<file path="src/rtl/alu_pkg.sv">
// alu_pkg: ALU function codes, legal-code check and arbiter state type shared by
// the alu_arbiter slice.
package alu_pkg;

  localparam logic [5:0] ALUFN_ADD   = 6'h00;
  localparam logic [5:0] ALUFN_SUB   = 6'h01;
  localparam logic [5:0] ALUFN_MUL   = 6'h02;
  localparam logic [5:0] ALUFN_XOR   = 6'h16;
  localparam logic [5:0] ALUFN_AND   = 6'h18;
  localparam logic [5:0] ALUFN_A     = 6'h1A;
  localparam logic [5:0] ALUFN_OR    = 6'h1E;
  localparam logic [5:0] ALUFN_SHL   = 6'h20;
  localparam logic [5:0] ALUFN_SHR   = 6'h21;
  localparam logic [5:0] ALUFN_SRA   = 6'h23;
  localparam logic [5:0] ALUFN_CMPEQ = 6'h33;
  localparam logic [5:0] ALUFN_CMPLT = 6'h35;
  localparam logic [5:0] ALUFN_CMPLE = 6'h37;

  // Any code outside this set is one the ALU does not implement.
  function automatic logic alu_fn_legal(input logic [5:0] fn);
    logic ok;
    ok = 1'b0;
    case (fn)
      ALUFN_ADD, ALUFN_SUB, ALUFN_MUL, ALUFN_XOR, ALUFN_AND, ALUFN_A, ALUFN_OR,
      ALUFN_SHL, ALUFN_SHR, ALUFN_SRA, ALUFN_CMPEQ, ALUFN_CMPLT, ALUFN_CMPLE: ok = 1'b1;
      default: ok = 1'b0;
    endcase
    return ok;
  endfunction

  typedef enum logic [1:0] {
    IDLE  = 2'd0,
    ISSUE = 2'd1,
    HOLD  = 2'd2
  } arb_state_t;

endpackage

</file>
<file path="src/rtl/rr_arbiter2.sv">
// rr_arbiter2: two-way round-robin grant; 'last' is the index of the port served
// most recently and loses a tie. The pointer register lives in the caller.
module rr_arbiter2 (
  input  logic [1:0] req,
  input  logic       last,
  output logic [1:0] grant
);

  always_comb begin
    // NOTE: every output of a combinational block gets a default first so no path leaves it unassigned and infers a latch.
    grant = 2'b00;
    unique case (req)
      2'b01:   grant = 2'b01;
      2'b10:   grant = 2'b10;
      2'b11:   grant = last ? 2'b01 : 2'b10;
      default: grant = 2'b00;
    endcase
  end

endmodule

</file>
<file path="src/rtl/alu_arbiter.sv">
// alu_arbiter: shares one combinational ALU between two requesters, holding its
// inputs for SETTLE_CYCLES before capture. Optional macro: ALU_ARB_ILLEGAL_CHK_EN.
module alu_arbiter
  import alu_pkg::*;
#(
  parameter int WIDTH         = 32,
  parameter int SETTLE_CYCLES = 1
) (
  input  logic             clk,
  input  logic             rst_n,
  input  logic             req0_valid,
  output logic             req0_ready,
  input  logic [5:0]       req0_alufn,
  input  logic [WIDTH-1:0] req0_a,
  input  logic [WIDTH-1:0] req0_b,
  input  logic             req1_valid,
  output logic             req1_ready,
  input  logic [5:0]       req1_alufn,
  input  logic [WIDTH-1:0] req1_a,
  input  logic [WIDTH-1:0] req1_b,
  output logic             rsp0_valid,
  input  logic             rsp0_ready,
  output logic [WIDTH-1:0] rsp0_alu,
  output logic [2:0]       rsp0_flags,
  output logic             rsp0_err,
  output logic             rsp1_valid,
  input  logic             rsp1_ready,
  output logic [WIDTH-1:0] rsp1_alu,
  output logic [2:0]       rsp1_flags,
  output logic             rsp1_err,
  output logic [5:0]       alu_alufn,
  output logic [WIDTH-1:0] alu_a,
  output logic [WIDTH-1:0] alu_b,
  input  logic [WIDTH-1:0] alu_res,
  input  logic             alu_z,
  input  logic             alu_v,
  input  logic             alu_n,
  output logic             busy
);

  localparam int CNT_W = 4;

  arb_state_t       state, state_nxt;
  logic             last;
  logic             owner;
  logic [CNT_W-1:0] cnt;
  logic [1:0]       grant;
  logic             accept;
  logic             capture;
  logic [5:0]       sel_alufn;
  logic [WIDTH-1:0] sel_a;
  logic [WIDTH-1:0] sel_b;
  logic [WIDTH-1:0] res_q;
  logic [2:0]       flags_q;

  rr_arbiter2 u_rr (
    .req  ({req1_valid, req0_valid}),
    .last (last),
    .grant(grant)
  );

  assign sel_alufn = grant[1] ? req1_alufn : req0_alufn;
  assign sel_a     = grant[1] ? req1_a     : req0_a;
  assign sel_b     = grant[1] ? req1_b     : req0_b;

  always_comb begin
    state_nxt = state;
    accept    = 1'b0;
    capture   = 1'b0;
    unique case (state)
      IDLE: begin
        if (|grant) begin
          accept    = 1'b1;
          state_nxt = ISSUE;
        end
      end
      ISSUE: begin
        if (cnt == '0) begin
          capture   = 1'b1;
          state_nxt = HOLD;
        end
      end
      HOLD: begin
        if (owner ? rsp1_ready : rsp0_ready) state_nxt = IDLE;
      end
      default: state_nxt = IDLE;
    endcase
  end

  // NOTE: state registers use non-blocking assignments so every flop samples pre-edge values.
  always_ff @(posedge clk or negedge rst_n) begin
    if (!rst_n) state <= IDLE;
    else        state <= state_nxt;
  end

  // ALU inputs only move at an accept edge, so the ALU never sees a glitch mid-settle.
  always_ff @(posedge clk or negedge rst_n) begin
    if (!rst_n) begin
      last      <= 1'b1;
      owner     <= 1'b0;
      cnt       <= '0;
      alu_alufn <= '0;
      alu_a     <= '0;
      alu_b     <= '0;
    end else if (accept) begin
      owner     <= grant[1];
      last      <= grant[1];
      cnt       <= CNT_W'(SETTLE_CYCLES - 1);
      alu_alufn <= sel_alufn;
      alu_a     <= sel_a;
      alu_b     <= sel_b;
    end else if (state == ISSUE && cnt != '0) begin
      cnt <= cnt - CNT_W'(1);
    end
  end

`ifdef ALU_ARB_ILLEGAL_CHK_EN
  logic ill_q;
  logic err_q;

  always_ff @(posedge clk or negedge rst_n) begin
    if (!rst_n) begin
      ill_q   <= 1'b0;
      res_q   <= '0;
      flags_q <= '0;
      err_q   <= 1'b0;
    end else begin
      if (accept) ill_q <= !alu_fn_legal(sel_alufn);
      if (capture) begin
        res_q   <= ill_q ? '0 : alu_res;
        flags_q <= ill_q ? 3'b000 : {alu_z, alu_v, alu_n};
        err_q   <= ill_q;
      end
    end
  end

  assign rsp0_err = err_q;
  assign rsp1_err = err_q;
`else
  always_ff @(posedge clk or negedge rst_n) begin
    if (!rst_n) begin
      res_q   <= '0;
      flags_q <= '0;
    end else if (capture) begin
      res_q   <= alu_res;
      flags_q <= {alu_z, alu_v, alu_n};
    end
  end

  assign rsp0_err = 1'b0;
  assign rsp1_err = 1'b0;
`endif

  // Ready is gated by rst_n so it drops the instant reset asserts, not at the next edge.
  assign req0_ready = rst_n & (state == IDLE) & grant[0];
  assign req1_ready = rst_n & (state == IDLE) & grant[1];

  assign rsp0_valid = (state == HOLD) & ~owner;
  assign rsp1_valid = (state == HOLD) &  owner;
  assign rsp0_alu   = res_q;
  assign rsp1_alu   = res_q;
  assign rsp0_flags = flags_q;
  assign rsp1_flags = flags_q;

  assign busy = (state != IDLE);

endmodule

</file>
<file path="config.mk">
export PLATFORM = sky130hd
export DESIGN_NAME = alu_arbiter
export DESIGN_NICKNAME = d
export VERILOG_FILES = /design/src/rtl/alu_pkg.sv /design/src/rtl/rr_arbiter2.sv /design/src/rtl/alu_arbiter.sv
export SDC_FILE = /design/constraint.sdc
export NUM_CORES = 1
export LEC_CHECK = 0
export CAP_MARGIN = 20
export CORE_AREA = 3 3 127 129
export DETAILED_ROUTE_END_ITERATION = 8
export DIE_AREA = 0 0 130 132
export GPL_ROUTABILITY_DRIVEN = 0
export PLACE_DENSITY = 0.78
export SLEW_MARGIN = 20
export SYNTH_ARGS = -nofsm -noshare
export SYNTH_HDL_FRONTEND = slang
export SYNTH_HIERARCHICAL = 1
export SYNTH_SLANG_ARGS = --single-unit
</file>
<file path="constraint.sdc">
create_clock -name clk -period 3.22 [get_ports clk]
set_input_delay 0.966 -clock clk [delete_from_list [all_inputs] [get_ports clk]]
set_output_delay 0.966 -clock clk [all_outputs]
set_load 0.01 [all_outputs]
</file>
==> After elaboration in Yosys (flattened, before gate mapping) <==
Index checks and enable logic that the tools add are counted.
{ "totals": {"register_bits": 113, "wordCells": 48, "input_bits": 181} }
{ "classes": {"n_eq_ne": 8, "bitwise_logic": 6, "n_reduce_logical": 8, "n_mux": 16, "n_addsub": 1} }
{ "op_table": {"columns": ["cell", "count"], "rows": [
  ["two-way mux 32 bit", 2],
  ["one-hot mux 2 bit (3 select lines)", 2],
  ["two-way mux 2 bit", 4],
  ["two-way mux 4 bit", 2],
  ["equality test 2 bit, second input constant", 3],
  ["two-way mux 6 bit", 1],
  ["inequality test 2 bit, second input constant", 3],
  ["AND 1 bit", 5],
  ["two-way mux 1 bit", 5],
  ["equality test 2 x 1 -> 1 bit, second input constant", 2],
  ["logical NOT 4 bit", 1],
  ["nonzero test 2 bit", 2],
  ["nonzero test 4 bit", 1],
  ["subtractor 4 x 1 -> 4 bit, second input constant", 1],
  ["AND reduction 3 bit", 1],
  ["logical NOT 2 bit", 1],
  ["OR reduction 2 bit", 1],
  ["logical AND 1 bit", 1],
  ["inverter 1 bit", 1]
]} }

==> Logic depth before layout (Yosys ltp) <==
{ "depth": {"ltp_word": 6, "mapped_depth": 7, "depth_no_buf": 5} }

==> Cells and area by module <==
Netlist, hierarchy kept.
{ "modules_own_cells": {"columns": ["mod", "area_each_um2", "n_inst", "cells_each"], "rows": [
  ["alu_arbiter", 5474.0, 1, 468],
  ["rr_arbiter2", 18.8, 1, 3]
]} }

==> Worst setup path before layout <==
OpenSTA, ideal clock, no wires.
{ "synth_timing": {"path_kind": "input-to-output", "from": "input req1_valid", "to": "output req1_ready", "arrival_time_ps": 1921, "cell_stages": 4, "setup_slack_ps": 333, "cell_sequence": "a21boi_0 > buf_2 > buf_2 > and3_1"} }
{ "synth_via": {"elab_chain_len": 3, "elab_cells_between_ends": 5} }
{ "synth_lines": {"columns": ["item", "line_no", "source"], "rows": [
  ["from (decl)", "alu_arbiter.sv:16", "input logic req1_valid,"],
  ["equality test 2 bit or equality test 2 x 1 -> 1 bit (tied branches)", "rr_arbiter2.sv:12", "unique case (req)"],
  ["one-hot mux 2 bit (3 select lines) (*)", "rr_arbiter2.sv:12", null],
  ["AND 1 bit (*)", "alu_arbiter.sv:156", "assign req1_ready = rst_n & (state == IDLE) & grant[1];"],
  ["to (decl)", "alu_arbiter.sv:17", "output logic req1_ready,"]
]} }
Every way passes the cells marked *; elsewhere a longest branch is shown, timed or not.

==> Worst setup path in the final report <==
{ "layout_timing": {"from": "input req1_valid", "to": "output req1_ready"} }
{ "layout_via": {"elab_chain_len": 3, "elab_cells_between_ends": 5} }
{ "layout_lines": {"columns": ["item", "line_no", "source"], "rows": [
  ["equality test 2 bit or equality test 2 x 1 -> 1 bit (tied branches)", "rr_arbiter2.sv:12", null],
  ["one-hot mux 2 bit (3 select lines) (*)", "rr_arbiter2.sv:12", null],
  ["net grant[1]", "alu_arbiter.sv:47", "logic [1:0] grant;"],
  ["AND 1 bit (*)", "alu_arbiter.sv:156", null]
]} }
Mark *: on every way through the listed nets, which the timed path passes. The rest lies on a longest branch.

==> results.py <==
metrics = {
    "status": {
        "status": "completed",
    },
    "timing": {
        "finalSetupViolCount": 0,
        "drv_slew": 0,
        "timing.fmax_mhz": 325,
        "rsz0062_at_grt": "no",
        "worstMarginPinSlew_ps": 871,
        "fin_crit_ps": 3080,
        "hold_viol": 0,
        "slew_headroom": 0.419,
        "finalClockSkew_ps": 9.50,
        "finalCritPeriodShare": 0.956,
    },
    "cells_and_area": {
        "final_area_sq_um": 9240,
        "nFillCells": 1230,
        "syn2layout_area_growth_pct": 68.2,
        "multi_input_area_sq_um": 2210,
        "diodes": 0,
        "finalCoreUtilization": 0.610,
        "drive_above_1_share": 0.112,
        "num-nets-final": 940,
        "seq_area_sq_um": 2830,
    },
    "power_and_ir_drop": {
        "powerDensity_nw_per_um2": 982,
        "power.total_w": 0.00907,
        "vdd_drop_max_mv": 0.490,
        "p_leak_nw": 3.93,
        "p_sw_w": 0.00307,
        "intPower_w": 0.00600,
        "power_frac_seq": 0.288,
        "swShare": 0.338,
        "combPwrFrac": 0.499,
        "pwr-share-clk": 0.213,
    },
    "worst_setup_path": {
        "worstPathCellList": "clkdlybuf4s50_1 -> a21boi_4 -> and3_1 -> dlygate4sd2_1",
        "worstPathMaxFanout": 2,
        "cp-end-kind": "output port",
        "start_kind": "input port",
        "critPathBufInv": 2,
        "crit_required_ps": 2250,
        "crit_type": "in2out",
        "cpPeakStageDelay_ps": 510,
        "slowest_stage": "clkdlybuf4s50_1",
        "path_delay_family": "buffers and inverters",
        "critPathArrivalTime_ps": 2110,
        "rrSetupSlack_ps": 1120,
    },
    "synth": {
        "ys_ff_latch": 113,
        "syn-instance-count": 471,
        "synth-simple-area-share": 0.0264,
        "netlist_area_sq_um": 5490,
        "synth_fa_ha_area_frac": 0.00456,
        "synth_cell_types": 35,
        "ys_seq_area_frac": 0.515,
        "synthMuxAreaShare": 0.221,
        "synth_xor_area_frac": 0,
        "yosys_warnings": 6,
        "synth-compound-area-share": 0.144,
        "synth.avg_cell_area_sq_um": 11.7,
        "synth_top_family_by_area": "multiplexers",
    },
    "clocking": {
        "cts.sinks": 113,
        "clk_pin_slew_worst_paths_ps": 50,
        "clk_latency_ps": 410,
        "htreeDepth": 4,
        "root_buffer": "clkbuf_16",
        "cts_tree": "done",
        "clock_path_buffers": 2,
        "cts_buffers": 17,
    },
    "floorplan": {
        "core_sq_um": 15100,
        "core.rowCount": 45,
        "fp.dieH_microns": 132,
        "die_x_microns": 130,
        "start_util": 0.363,
        "die_area_sq_um": 17200,
        "io-pin-count": 328,
    },
    "placed_design": {
        "placed_cell_area_sq_um": 8630,
        "port_buffers": 325,
        "dpl.hpwl_mm": 13.5,
    },
    "detailed_routing": {
        "drc": 0,
        "vias": 4783,
        "drt-pass1-iter-count": 4,
        "vias_per_cell": 5.00,
        "wl_per_cell_microns": 18.6,
        "drt_iter0_drc": 187,
        "ant_nets": 0,
        "routed_wl_mm": 17.8,
    },
    "global_routing": {
        "track_usage": 0.206,
        "antenna_found_initial": 0,
        "grt_pass1_wl_mm": 27.5,
        "grt_pass1_vias": 5027,
        "grt_max_degree": 73,
        "gr-total-overflow": 0,
    },
    "min_path": {
        "hp-class": "in2async",
    },
    "flow_run": {
        "max-cap-violations": 0,
    },
}
## worst register-to-register path, delay by kind of cell (launching register included)
kind / cells / cell delay [ps]
buf+inv: 3 / 860
flops: 1 / 580
compound gates: 3 / 510
## layout make-up
class,instances,area share
Clock buffer,21,0.0520
Clock inverter,10,0.0144
Inverter,5,0.00203
Multi-Input combinational cell,284,0.239
Sequential cell,113,0.306
Tap cell,188,0.0255
Timing Repair Buffer,336,0.360
## placed cells by master, fill, tap and decap left out, drive strengths merged, types with 3 or more instances in the layout
cell type and n:
clkdlybuf4s50 321, o21ai 145, dfrtp 112, mux2i 71, mux2 35, clkbuf 21
buf 12, clkinv 7, inv 5, nor2 4, or3 3, a21oi 3
bufinv 3, dlygate4sd2 3, nand2b 3
## cells in the mapped netlist (all sizes together)
library cell,instances,share of area
nor3b,1,0.0014
mux2i,71,0.13
nand2,2,0.0014
nand2b,3,0.0048
a21boi,2,0.0027
and3b,1,0.0016
a21oi,3,0.0027
buf,49,0.071
and3,2,0.0023
conb,1,0.00068
a22o,2,0.0032
o311ai,1,0.0016
clkbuf,21,0.014
dfstp,1,0.0048
o21ai,145,0.13
and2b,1,0.0014
nor2,4,0.0041
mux2,35,0.092
nand3b,2,0.0050
a21o,1,0.0014
dfrtp,112,0.51
nor4,1,0.0011
ha,2,0.0046
or3,3,0.0034
clkinv,1,0.00068
inv,4,0.0027
## routing by layer
layer  wire (microns)  global-route usage
met4              335              0.0658
met1             6540               0.227
met2             9110               0.357
met3             1780              0.0843
met5                6                   0
## what timing repair did
action,CTS,global route
endpoints found under the hold margin,0,0
setup endpoints to repair,2,0
buffers inserted,0,0
gates resized for setup,3,0
hold buffers,0,0
## path summary, 6_finish.rpt
| path | start | to | depth (start not counted) |
|---|---|---|---|
| worst min-delay path | rst_n | rsp0_alu[29] | 1 |
| worst max register to register | last | alu_b[24] | 6 |
| max in group asynchronous | rst_n | alu_b[24] | 3 |
| worst max-delay path | req1_valid | req1_ready | 4 |
| min in group clk | alu_a[6] | alu_a[6] | 2 |
| worst min register to register | alu_a[6] | alu_a[6] | 2 |
## registers in the layout, summed over array words and instances, names as in the netlist
| name | cells |
|---|---|
| alu_a | 32 |
| alu_alufn | 6 |
| alu_b | 32 |
| cnt | 4 |
| last | 1 |
| owner | 1 |
| rsp0_alu | 32 |
| rsp0_flags | 3 |
| state | 2 |
## per-stage QoR
step	TNS, ps	setup slack [ps]	hold WS [ps]	cells
after floorplan	0	333	498	472
after global placement	-241	-155	488	926
after detailed placement	-272	-170	497	926
after CTS	0	151	336	957
after global routing	0	121	345	957
final	0	142	365	957
## logic make-up (layout without fill, tap and decap cells)
kind of cell | Yosys count | count (layout)
other | 1 | 2
muxes | 106 | 106
buffers and inverters | 75 | 372
DFF | 113 | 113
AOI/OAI and AO/OA | 154 | 154
adders and majority gates | 2 | 2
and+or+nand+nor | 20 | 20
## power by group through the flow
stage	combinational (W)	clock [W]	sequential (W)
6_report	0.00452	0.00193	0.00261
2_1_floorplan	0.00211	0	0.00285
3_3_place_gp	0.00450	0	0.00259
3_5_place_dp	0.00460	0	0.00262
5_1_grt	0.00489	0.00204	0.00271
4_1_cts	0.00460	0.00198	0.00262
Power figures use the tool's default switching activity.
